`src/rtl/ex_muldiv_unit_pkg.sv`:
```
// Shared definitions for the EX-stage RV32M multiply/divide unit.
// Holds the funct3 op encodings, the M-extension funct7 value, the FSM state
// type and small helpers that classify operand signedness per op.
package ex_muldiv_unit_pkg;

  localparam int unsigned XLEN_DEF = 32;

  localparam logic [6:0] F7_MULDIV = 7'b0000001;

  localparam logic [2:0] F3_MUL    = 3'b000;
  localparam logic [2:0] F3_MULH   = 3'b001;
  localparam logic [2:0] F3_MULHSU = 3'b010;
  localparam logic [2:0] F3_MULHU  = 3'b011;
  localparam logic [2:0] F3_DIV    = 3'b100;
  localparam logic [2:0] F3_DIVU   = 3'b101;
  localparam logic [2:0] F3_REM    = 3'b110;
  localparam logic [2:0] F3_REMU   = 3'b111;

  typedef enum logic [1:0] {
    S_IDLE = 2'd0,
    S_CALC = 2'd1,
    S_FIN  = 2'd2
  } state_t;

  // Operand A is interpreted as signed for these ops.
  function automatic logic op_a_signed(input logic [2:0] f3);
    return (f3 == F3_MUL) || (f3 == F3_MULH) || (f3 == F3_MULHSU) ||
           (f3 == F3_DIV) || (f3 == F3_REM);
  endfunction

  // Operand B is interpreted as signed for these ops.
  function automatic logic op_b_signed(input logic [2:0] f3);
    return (f3 == F3_MUL) || (f3 == F3_MULH) || (f3 == F3_DIV) || (f3 == F3_REM);
  endfunction

endpackage

```
`src/rtl/ex_muldiv_unit_if.sv`:
```
// Pipeline-side bundle of the multiply/divide unit.
// master: EX stage / pipeline control (drives op request and flush).
// slave : the muldiv unit (returns busy, done pulse, result, stall request).
//   start     - M-op present in EX
//   funct3    - op select (MUL..REMU)
//   rs1_val   - operand A after forwarding
//   rs2_val   - operand B after forwarding
//   flush     - kill of the EX instruction
//   busy      - unit not idle
//   done      - one-cycle result-valid pulse
//   result    - final result, held until the next accepted start
//   stall_req - hold PC, IF/ID, ID/EX
interface ex_muldiv_unit_if #(
  parameter int unsigned XLEN = 32
);
  logic            start;
  logic [2:0]      funct3;
  logic [XLEN-1:0] rs1_val;
  logic [XLEN-1:0] rs2_val;
  logic            flush;
  logic            busy;
  logic            done;
  logic [XLEN-1:0] result;
  logic            stall_req;

  modport master (
    output start, funct3, rs1_val, rs2_val, flush,
    input  busy, done, result, stall_req
  );

  modport slave (
    input  start, funct3, rs1_val, rs2_val, flush,
    output busy, done, result, stall_req
  );
endinterface

```
`src/rtl/ex_muldiv_unit_iter_core.sv`:
```
// Unsigned iterative datapath for the muldiv unit (muldiv_iter_core).
// Multiply: radix-2 shift-add, {hi,lo} holds the running product with the
// multiplier shifting out of lo. Divide: restoring, hi is the partial
// remainder and lo shifts the dividend out while quotient bits shift in.
// Ports:
//   i_clk, i_rst     - clock, synchronous active-high reset
//   i_load           - latch magnitudes, clear accumulator, load counter
//   i_en             - perform one iteration
//   i_is_div         - latched at load: 1 divide, 0 multiply
//   i_a_mag, i_b_mag - unsigned operand magnitudes
//   o_last           - the iteration performed this cycle is the final one
//   o_hi, o_lo       - hi/lo state after this cycle's iteration
module ex_muldiv_unit_iter_core #(
  parameter int unsigned XLEN = 32
) (
  input  logic            i_clk,
  input  logic            i_rst,
  input  logic            i_load,
  input  logic            i_en,
  input  logic            i_is_div,
  input  logic [XLEN-1:0] i_a_mag,
  input  logic [XLEN-1:0] i_b_mag,
  output logic            o_last,
  output logic [XLEN-1:0] o_hi,
  output logic [XLEN-1:0] o_lo
);

  localparam int unsigned CntW = $clog2(XLEN) + 1;

  logic [CntW-1:0] r_cnt;
  logic [XLEN-1:0] r_hi;
  logic [XLEN-1:0] r_lo;
  logic [XLEN-1:0] r_b;
  logic            r_is_div;

  logic [XLEN:0]   w_sum;
  logic [XLEN:0]   w_shift;
  logic [XLEN-1:0] w_diff;
  logic [XLEN-1:0] w_hi_nxt;
  logic [XLEN-1:0] w_lo_nxt;

  always_comb begin
    w_sum    = {1'b0, r_hi} + (r_lo[0] ? {1'b0, r_b} : '0);
    w_shift  = {r_hi, r_lo[XLEN-1]};
    // Only used when w_shift >= r_b, where the true difference fits in XLEN bits.
    w_diff   = w_shift[XLEN-1:0] - r_b;
    w_hi_nxt = r_hi;
    w_lo_nxt = r_lo;
    if (r_is_div) begin
      if (w_shift >= {1'b0, r_b}) begin
        w_hi_nxt = w_diff;
        w_lo_nxt = {r_lo[XLEN-2:0], 1'b1};
      end else begin
        w_hi_nxt = w_shift[XLEN-1:0];
        w_lo_nxt = {r_lo[XLEN-2:0], 1'b0};
      end
    end else begin
      // Add-then-shift: the carry out of the add becomes the new hi MSB.
      w_hi_nxt = w_sum[XLEN:1];
      w_lo_nxt = {w_sum[0], r_lo[XLEN-1:1]};
    end
  end

  always_ff @(posedge i_clk) begin
    if (i_rst) begin
      r_cnt    <= '0;
      r_hi     <= '0;
      r_lo     <= '0;
      r_b      <= '0;
      r_is_div <= 1'b0;
    end else if (i_load) begin
      r_cnt    <= CntW'(XLEN);
      r_hi     <= '0;
      r_lo     <= i_a_mag;
      r_b      <= i_b_mag;
      r_is_div <= i_is_div;
    end else if (i_en) begin
      r_cnt    <= r_cnt - CntW'(1);
      r_hi     <= w_hi_nxt;
      r_lo     <= w_lo_nxt;
    end
  end

  assign o_last = (r_cnt == CntW'(1));
  assign o_hi   = w_hi_nxt;
  assign o_lo   = w_lo_nxt;

endmodule

```
`src/rtl/ex_muldiv_unit.sv`:
```
// Iterative RV32M multiply/divide unit sitting beside the ALU in EX.
// Owns the IDLE/CALC/FIN FSM, sign pre/post-processing, the divide special
// cases (divisor zero, signed overflow) and the stall/done handshake.
// Normal ops finish XLEN+1 cycles after acceptance; special cases in 1.
// Ports:
//   i_clk  - rising-edge clock
//   i_rst  - synchronous active-high reset
//   io_bus - ex_muldiv_unit_if slave: start/funct3/rs1_val/rs2_val/flush in,
//            busy/done/result/stall_req out
module ex_muldiv_unit #(
  parameter int unsigned XLEN = 32
) (
  input  logic             i_clk,
  input  logic             i_rst,
  ex_muldiv_unit_if.slave  io_bus
);
  import ex_muldiv_unit_pkg::*;

  localparam logic [XLEN-1:0] SIGNED_MIN = {1'b1, {(XLEN-1){1'b0}}};

  state_t          r_state;
  logic            r_done;
  logic [XLEN-1:0] r_result;
  logic [2:0]      r_f3;
  logic            r_neg_p;  // product / quotient sign
  logic            r_neg_r;  // remainder sign

  logic [XLEN-1:0]   w_a;
  logic [XLEN-1:0]   w_b;
  logic [2:0]        w_f3;
  logic              w_a_neg;
  logic              w_b_neg;
  logic [XLEN-1:0]   w_a_mag;
  logic [XLEN-1:0]   w_b_mag;
  logic              w_div_zero;
  logic              w_ovf;
  logic              w_special;
  logic [XLEN-1:0]   w_special_res;
  logic              w_accept;
  logic              w_core_load;
  logic              w_core_en;
  logic              w_core_last;
  logic [XLEN-1:0]   w_core_hi;
  logic [XLEN-1:0]   w_core_lo;
  logic [2*XLEN-1:0] w_prod;
  logic [XLEN-1:0]   w_quo;
  logic [XLEN-1:0]   w_rem;
  logic [XLEN-1:0]   w_final;

  // Operand decode in the accept cycle.
  always_comb begin
    w_a        = io_bus.rs1_val;
    w_b        = io_bus.rs2_val;
    w_f3       = io_bus.funct3;
    w_a_neg    = op_a_signed(w_f3) & w_a[XLEN-1];
    w_b_neg    = op_b_signed(w_f3) & w_b[XLEN-1];
    w_a_mag    = w_a_neg ? -w_a : w_a;
    w_b_mag    = w_b_neg ? -w_b : w_b;
    w_div_zero = w_f3[2] & (w_b == '0);
    w_ovf      = ((w_f3 == F3_DIV) || (w_f3 == F3_REM)) &&
                 (w_a == SIGNED_MIN) && (w_b == '1);
    w_special  = w_div_zero | w_ovf;
    // funct3[1] selects the remainder flavour among the divide ops.
    if (w_div_zero) begin
      w_special_res = w_f3[1] ? w_a : '1;
    end else begin
      w_special_res = w_f3[1] ? '0 : SIGNED_MIN;
    end
    w_accept    = (r_state == S_IDLE) & io_bus.start & ~io_bus.flush;
    w_core_load = w_accept & ~w_special;
    w_core_en   = (r_state == S_CALC) & ~io_bus.flush;
  end

  // Sign post-processing of the core's final iteration.
  always_comb begin
    w_prod = {w_core_hi, w_core_lo};
    if (r_neg_p) begin
      w_prod = -w_prod;
    end
    w_quo = r_neg_p ? -w_core_lo : w_core_lo;
    w_rem = r_neg_r ? -w_core_hi : w_core_hi;
    w_final = '0;
    case (r_f3)
      F3_MUL:                       w_final = w_prod[XLEN-1:0];
      F3_MULH, F3_MULHSU, F3_MULHU: w_final = w_prod[2*XLEN-1:XLEN];
      F3_DIV, F3_DIVU:              w_final = w_quo;
      default:                      w_final = w_rem;
    endcase
  end

  ex_muldiv_unit_iter_core #(
    .XLEN (XLEN)
  ) u_core (
    .i_clk    (i_clk),
    .i_rst    (i_rst),
    .i_load   (w_core_load),
    .i_en     (w_core_en),
    .i_is_div (w_f3[2]),
    .i_a_mag  (w_a_mag),
    .i_b_mag  (w_b_mag),
    .o_last   (w_core_last),
    .o_hi     (w_core_hi),
    .o_lo     (w_core_lo)
  );

  always_ff @(posedge i_clk) begin
    if (i_rst) begin
      r_state  <= S_IDLE;
      r_done   <= 1'b0;
      r_result <= '0;
      r_f3     <= '0;
      r_neg_p  <= 1'b0;
      r_neg_r  <= 1'b0;
    end else begin
      r_done <= 1'b0;
      if (io_bus.flush) begin
        r_state <= S_IDLE;
      end else begin
        unique case (r_state)
          S_IDLE: begin
            if (io_bus.start) begin
              r_f3    <= w_f3;
              r_neg_p <= w_a_neg ^ w_b_neg;
              r_neg_r <= w_a_neg;
              if (w_special) begin
                r_result <= w_special_res;
                r_done   <= 1'b1;
                r_state  <= S_FIN;
              end else begin
                r_state  <= S_CALC;
              end
            end
          end
          S_CALC: begin
            if (w_core_last) begin
              r_result <= w_final;
              r_done   <= 1'b1;
              r_state  <= S_FIN;
            end
          end
          // A start seen here is the op just completed; the next one arrives in IDLE.
          S_FIN:   r_state <= S_IDLE;
          default: r_state <= S_IDLE;
        endcase
      end
    end
  end

  assign io_bus.busy      = (r_state != S_IDLE);
  assign io_bus.done      = r_done;
  assign io_bus.result    = r_result;
  // Low in FIN so ID/EX advances exactly on the done cycle.
  assign io_bus.stall_req = ~i_rst & (w_accept | (r_state == S_CALC));

endmodule

```
`src/flat_wrapper.sv`:
```
// flat-port wrapper written by rule: the top's interface ports become plain ports
module ex_muldiv_unit_flat import ex_muldiv_unit_pkg::*;
#(
  parameter int unsigned XLEN = 32
)
  (i_clk, i_rst, io_bus_start, io_bus_funct3, io_bus_rs1_val, io_bus_rs2_val, io_bus_flush, io_bus_busy, io_bus_done, io_bus_result, io_bus_stall_req);
  ex_muldiv_unit_if #(.XLEN(XLEN)) io_bus_i ();
  input  logic i_clk;
  input  logic i_rst;
  input wire logic [$bits(io_bus_i.start)-1:0] io_bus_start;
  input wire logic [$bits(io_bus_i.funct3)-1:0] io_bus_funct3;
  input wire logic [$bits(io_bus_i.rs1_val)-1:0] io_bus_rs1_val;
  input wire logic [$bits(io_bus_i.rs2_val)-1:0] io_bus_rs2_val;
  input wire logic [$bits(io_bus_i.flush)-1:0] io_bus_flush;
  output wire logic [$bits(io_bus_i.busy)-1:0] io_bus_busy;
  output wire logic [$bits(io_bus_i.done)-1:0] io_bus_done;
  output wire logic [$bits(io_bus_i.result)-1:0] io_bus_result;
  output wire logic [$bits(io_bus_i.stall_req)-1:0] io_bus_stall_req;
  assign io_bus_i.start = io_bus_start;
  assign io_bus_i.funct3 = io_bus_funct3;
  assign io_bus_i.rs1_val = io_bus_rs1_val;
  assign io_bus_i.rs2_val = io_bus_rs2_val;
  assign io_bus_i.flush = io_bus_flush;
  assign io_bus_busy = io_bus_i.busy;
  assign io_bus_done = io_bus_i.done;
  assign io_bus_result = io_bus_i.result;
  assign io_bus_stall_req = io_bus_i.stall_req;
  ex_muldiv_unit #(.XLEN(XLEN)) u_core (.i_clk(i_clk), .i_rst(i_rst), .io_bus(io_bus_i));
endmodule
```
`config.mk`:
```
export PLATFORM = sky130hd
export DESIGN_NAME = ex_muldiv_unit_flat
export DESIGN_NICKNAME = d
export VERILOG_FILES = /design/src/rtl/ex_muldiv_unit_pkg.sv /design/src/rtl/ex_muldiv_unit_if.sv /design/src/rtl/ex_muldiv_unit_iter_core.sv /design/src/rtl/ex_muldiv_unit.sv /design/src/flat_wrapper.sv
export SDC_FILE = /design/constraint.sdc
export NUM_CORES = 1
export LEC_CHECK = 0
export CAP_MARGIN = 0
export CORE_UTILIZATION = 50
export DETAILED_ROUTE_END_ITERATION = 12
export PLACE_DENSITY_LB_ADDON = 0.3
export SLEW_MARGIN = 20
export SYNTH_ARGS = -nofsm -noshare
export SYNTH_HDL_FRONTEND = slang
export SYNTH_SLANG_ARGS = --single-unit
```
`constraint.sdc`:
```
create_clock -name i_clk -period 4.84 [get_ports i_clk]
set_input_delay 1.21 -clock i_clk [delete_from_list [all_inputs] [get_ports i_clk]]
set_output_delay 1.21 -clock i_clk [all_outputs]
set_load 0.005 [all_outputs]
```
# Word level (Yosys, flattened, before mapping)
# Index checks and enable logic that the tools add are counted.
[word_totals]
word_cells = 104
ff_bits = 143
[op_classes]
bitwise = 14
eq_ne = 16
addsub = 8
mux = 30
reduce_logical = 23
order_cmp = 1
[op_table]
columns = ["operator", "n"]
rows = [
  ["32-bit 2-to-1 mux", 16],
  ["32-bit negation", 4],
  ["32-bit case mux with 3 select lines", 1],
  ["32-bit equality test, second input constant", 2],
  ["64-bit 2-to-1 mux", 1],
  ["64-bit negation", 1],
  ["32-bit case mux with 2 select lines", 1],
  ["32-bit by 33-bit adder with 33-bit output", 1],
  ["33-bit by 32-bit >= comparator with 1-bit output", 1],
  ["32-bit logical NOT", 1],
  ["32-bit subtractor", 1],
  ["3-bit equality test, second input constant", 4],
  ["6-bit 2-to-1 mux", 2],
  ["3-bit by 2-bit equality test with 1-bit output, second input constant", 3],
  ["1-bit bitwise AND", 8],
  ["1-bit logical OR", 7],
  ["3-bit by 1-bit equality test with 1-bit output, second input constant", 2],
  ["6-bit by 1-bit equality test with 1-bit output, second input constant", 1],
  ["3-bit logical NOT", 2],
  ["2-bit 2-to-1 mux", 3],
  ["2-bit nonzero test", 3],
  ["2-bit OR reduction", 3],
  ["6-bit by 1-bit subtractor with 6-bit output, second input constant", 1],
  ["5-bit AND reduction", 1],
  ["14 further kinds", 22],
]

# Longest topological paths before layout
[logic_depth]
ltp_word = 8
depth_mapped = 27

# Modules after synthesis
# From an unflattened synthesis, not the netlist that was laid out.
[unflattened]
cells_unflattened = 2131
area_unflattened_um2 = 15205.8
[by_module_without_submodules]
columns = ["module", "cells_each", "instances", "seq_area_each_um2", "area_per_inst_um2"]
rows = [
  ["ex_muldiv_unit_iter_core", 1213, 1, 2062.0, 8891.0],
  ["ex_muldiv_unit", 918, 1, 800.8, 6314.8],
]

# Worst setup path after synthesis
# OpenSTA, ideal clock, no wires.
[synth_timing]
path_type = "flip-flop to flip-flop"
start = "register u_core.u_core.r_is_div"
end = "register u_core.r_result[6], in the netlist u_core.io_bus.result[6]"
slack_ns = -0.470
t_required_ns = 4.713
stages_incl_launch_ff = 22
t_arrival_ns = 5.183
path_cell_list = "dfxtp_1 > clkbuf_1 > clkbuf_1 > buf_2 > buf_2 > clkbuf_1 > buf_1 > buf_1 > clkbuf_1 > a21oi_1 > inv_1 > ha_1 > o21ai_0 > inv_1 > nand2_1 > or3_1 > or3_1 > clkbuf_1 > o41ai_1 > xor2_1 > a221oi_1 > o21ai_0"
[synth_between]
elab_chain_cells = 6
word_cells_on_any_way = 11
classes_between = "add/sub: 3; mux: 8"
[synth_rtl]
columns = ["item", "line_no", "text"]
rows = [
  ["start: declaration", "ex_muldiv_unit_iter_core.sv:34", "logic r_is_div;"],
  ["start signal: assignment", "ex_muldiv_unit_iter_core.sv:76", "r_is_div <= i_is_div;"],
  ["32-bit 2-to-1 mux", "ex_muldiv_unit_iter_core.sv:49", "if (r_is_div) begin"],
  ["64-bit negation, or another cell as far along", "ex_muldiv_unit.sv:78", "w_prod = -w_prod;"],
  ["64-bit 2-to-1 mux, or another cell as far along", "ex_muldiv_unit.sv:77", "if (r_neg_p) begin"],
  ["32-bit case mux with 3 select lines *", "ex_muldiv_unit.sv:83", "case (r_f3)"],
  ["32-bit 2-to-1 mux *", "ex_muldiv_unit.sv:135", "if (w_core_last) begin"],
  ["32-bit case mux with 2 select lines *", "ex_muldiv_unit.sv:119", "unique case (r_state)"],
  ["end signal: assignment", "ex_muldiv_unit.sv:126", "r_result <= w_special_res;"],
  ["end signal: assignment", "ex_muldiv_unit.sv:136", "r_result <= w_final;"],
  ["end: declaration", "ex_muldiv_unit.sv:23", "logic [XLEN-1:0] r_result;"],
]
# Every way passes the cells marked *; elsewhere a longest branch is shown, timed or not. The select of a mux whose other input is x is not followed.
# A chain may end at the register's enable or synchronous reset.

# Worst setup path after layout
[layout_timing]
start = "register u_core.u_core.r_b[9]"
end = "register u_core.r_result[19], in the netlist u_core.io_bus.result[19]"
[layout_between]
elab_chain_cells = 8
word_cells_on_any_way = 17
classes_between = "add/sub: 5; order compare: 1; mux: 11"
[layout_rtl]
columns = ["item", "line_no", "text"]
rows = [
  ["start: declaration", "ex_muldiv_unit_iter_core.sv:33", "logic [XLEN-1:0] r_b;"],
  ["start signal: assignment", "ex_muldiv_unit_iter_core.sv:75", "r_b <= i_b_mag;"],
  ["32-bit 2-to-1 mux, or another cell as far along", "ex_muldiv_unit_iter_core.sv:43", "w_sum = {1'b0, r_hi} + (r_lo[0] ? {1'b0, r_b} : '0);"],
  ["32-bit by 33-bit adder with 33-bit output, or another cell as far along", "ex_muldiv_unit_iter_core.sv:43", ""],
  ["32-bit 2-to-1 mux", "ex_muldiv_unit_iter_core.sv:49", ""],
  ["64-bit negation, or another cell as far along", "ex_muldiv_unit.sv:78", ""],
  ["64-bit 2-to-1 mux, or another cell as far along", "ex_muldiv_unit.sv:77", ""],
  ["32-bit case mux with 3 select lines *", "ex_muldiv_unit.sv:83", ""],
  ["32-bit 2-to-1 mux *", "ex_muldiv_unit.sv:135", ""],
  ["32-bit case mux with 2 select lines *", "ex_muldiv_unit.sv:119", ""],
]
# Marks and branches as above.

==> metrics.yaml <==
status: "finished, violations left"
violations: "negative setup slack"
first_global_vias: 17100
drtAntennaViolNets: 0
crit_arrival_ns: 5.18
synthToLayoutAreaGrowth_pct: 35.7
grt_pass1_wl_um: 98000
num_rows: 62
ys_ff_latch: 143
dr_total_vias: 18600
n_fill_cell: 2405
insertion_delay_ns: 0.44
n_antenna_cell: 0
ios: 106
postSynthNetCount: 2223
period_share_pct: 100
worstMarginPinSlew_ns: 0.992
clk_path_buf_depth: 2
placedCellCount: 2783
mappedNetlistArea_um2: 14800
drc_errors: 0
critical_path.top_delay_family: "simple AND/OR/NAND/NOR gates"
yosysMostFrequentCell: "nor2_1"
clock-root-buffer: "clkbuf_16"
fin_skew_ns: 0.0116
routedWlPerCell_um: 23.4
rsz0062_at_grt: "true"
crit_path_top_delay_cell: "a2111oi_1"
drt-vias-per-instance: 6.58
io_buffer_count: 105
clkTransAtPathRegs_ns: 0.07
clock.fmax_ghz: 0.206
antenna_found_initial: 3
setup_violations: 1
critPathKind: "register to register"
wirelength_um: 66300
syn_avg_cell_area_um2: 7.11
hold_buffers: 0
syn_inst: 2079
cts.sinks: 143
dieHeight_um: 174
cts-buffers-inserted: 17
worst_setup_path_end_kind: "register"
core-area_um2: 28900
ys_seq_area_share_pct: 19.4
crit_buf_inv: 4
dr.first_iter.drc_count: 2594
relSlewSlack_pct: 33.8
cts_htree_levels: 4
vdd_drop_max_mv: 0.269
finalPower_w: 0.00462
fp.dieW_um: 174
grt-ovfl-total: 0
drt_first_pass_iters: 9
num-nets-final: 2577
ys_types: 95
dpl_cell_area_um2: 18500
grt_max_degree: 66
final_area_um2: 20100
cts_tree: "built"
hold_viol: 0
synth_top_area_cell: "dfxtp_1"
track_usage_pct: 41.7
drive_above_1_share_pct: 23.7
setup_ws_ns: -0.0191
place.gp.congestion: 0.981
cp.required_ns: 5.16
cap_violations: 0
drv_slew: 0
fin_cells: 2829
die_area_um2: 30200
worstPathMaxFanout: 8
synth-edff-count: 0
synthFlopType: "dfxtp_1"
cp_cell_sequence: "inv_2 > ha_4 > buf_6 > nand4_1 > nor3_4 > o21ai_4 > and2_4 > or3_4 > a2111oi_1 > a311oi_1 > buf_4 > nand4_1 > or2_1 > buf_4 > nor4_1 > nor4_1 > nand2_1 > a221o_1"
cpPeakStageDelay_ns: 0.83
synth.area.top_cells: "dfxtp_1 19%, a21oi_1 6.3%, ha_1 6.0%"
synth_common_cells: "236 x nor2_1, 202 x nand2_1, 186 x a21oi_1"
synth_top_area_share_pct: 19.4
fin_crit_ns: 4.86
worst_hold_slack_ns: 0.452
hpwl_um: 51000
power_density_nw_per_um2: 231
start_util_pct: 51.2
startpoint_type: "register"
async_flop_share_pct: 0
hp-class: "register to register"
p_leak_nw: 8.02
yosysWarnings: 0
## cell families (layout without fill, tap and decap cells)
logic type	count (synthesis)	after routing	share of synthesized area, %
simple gates	758	758	25.1
compound gates	704	704	31.6
buf+inv	206	572	5.68
xor+xnor	147	147	8.72
flops	143	143	19.4
fa+ha+maj	73	73	6.28
mux	48	48	3.30
## placed cells by master, fill, tap and decap left out, types with 13 or more instances in the layout
master           Yosys  final
buf_4                5    353
nor2_1             236    231
nand2_1            202    194
a21oi_1            186    168
dfxtp_1            143    133
o21ai_0            139    129
clkdlybuf4s50_1      0    104
xnor2_1             86     85
inv_1               69     68
xor2_1              61     61
a211oi_1            62     57
ha_1                71     44
mux2i_1             42     42
nor3_1              46     42
and2_1              43     37
nand3_1             39     36
o22ai_1             31     31
nand4_1             29     29
or3_1               30     29
o31ai_1             31     29
ha_4                 0     24
a21o_1              22     22
o211ai_1            22     22
a31oi_1             23     21
o21a_1              20     20
nor4_1              20     18
clkbuf_16            0     18
o21ai_1             12     17
a21oi_2              0     16
nand2b_1            16     15
or2_2               15     15
a221oi_1            16     15
nor2b_1             14     13
## path summary, 6_finish.rpt
| path | cells past startpoint | startpoint | slack [ns] | to |
|---|---|---|---|---|
| worst max-delay path | 18 | u_core.u_core.r_b[9] | -0.02 | u_core.io_bus.result[19] |
| worst min-delay path | 2 | u_core.io_bus.result[29] | 0.45 | u_core.io_bus.result[29] |
| worst max register to register | 18 | u_core.u_core.r_b[9] | -0.02 | u_core.io_bus.result[19] |
| worst min register to register | 2 | u_core.io_bus.result[29] | 0.45 | u_core.io_bus.result[29] |
## report_power, final
part           leakage, nW  switching, W  total (W)  internal, W
clock network        0.291      0.000607    0.00144     0.000833
logic                 6.56       0.00112    0.00190     0.000779
registers             1.17     0.0000566    0.00128      0.00122
total                 8.02       0.00179    0.00462      0.00283
## worst register-to-register path, delay by kind of cell, from the launching register on
| kind | cells | cell delay (ns) |
|---|---|---|
| AO/OA/AOI/OAI | 4 | 1.40 |
| buffers and inverters | 4 | 0.67 |
| adder cells (fa/ha/maj) | 1 | 0.27 |
| flip-flops | 1 | 0.38 |
| AND/OR/NAND/NOR | 9 | 2.01 |
## repair_timing
| item | in CTS | in global routing |
|---|---|---|
| gates cloned | 0 | 1 |
| pin swaps | 2 | 49 |
| resized for setup | 8 | 159 |
| setup buffers | 1 | 14 |
| setup endpoints to repair | 8 | 25 |
| hold endpoints to repair | 0 | 0 |
## layer usage
layer  wire [µm]  up-vias  global-route usage (%)
li1            -     8384                       -
met1       27200     8741                    57.8
met2       27600     1266                    61.4
met3        8350      230                    10.1
met4        3150        6                    17.3
met5          40        -                       0
## layout make-up
type	instances	area (µm²)	area share, %
multi-input combinational	1730	11900	59.3
inverter	69	259	1.29
clock inverter	13	174	0.867
clock buffer	18	439	2.19
tap	384	480	2.40
sequential	143	2880	14.4
timing repair buffer	472	3920	19.5
## stage by stage
step	util, %	setup WS, ns	TNS (ns)
after global routing	69.5	-0.112	-0.328
final	69.5	-0.0191	-0.0191
after CTS	66.3	0.00221	0
after global placement	64.0	-0.306	-4.54
after floorplan	-	0.0740	0
after detailed placement	64.0	-0.374	-6.14
## flip-flops by register name, summed over array words and instances (netlist names)
name,flops
u_core.u_core.r_hi,32
u_core.r_neg_p,1
u_core.u_core.r_cnt,6
u_core.r_f3,3
u_core.io_bus.result,32
u_core.io_bus.done,1
u_core.u_core.r_b,32
u_core.r_state,2
u_core.r_neg_r,1
u_core.u_core.r_is_div,1
u_core.u_core.r_lo,32
Note: power is estimated with default switching activity, not from simulation.
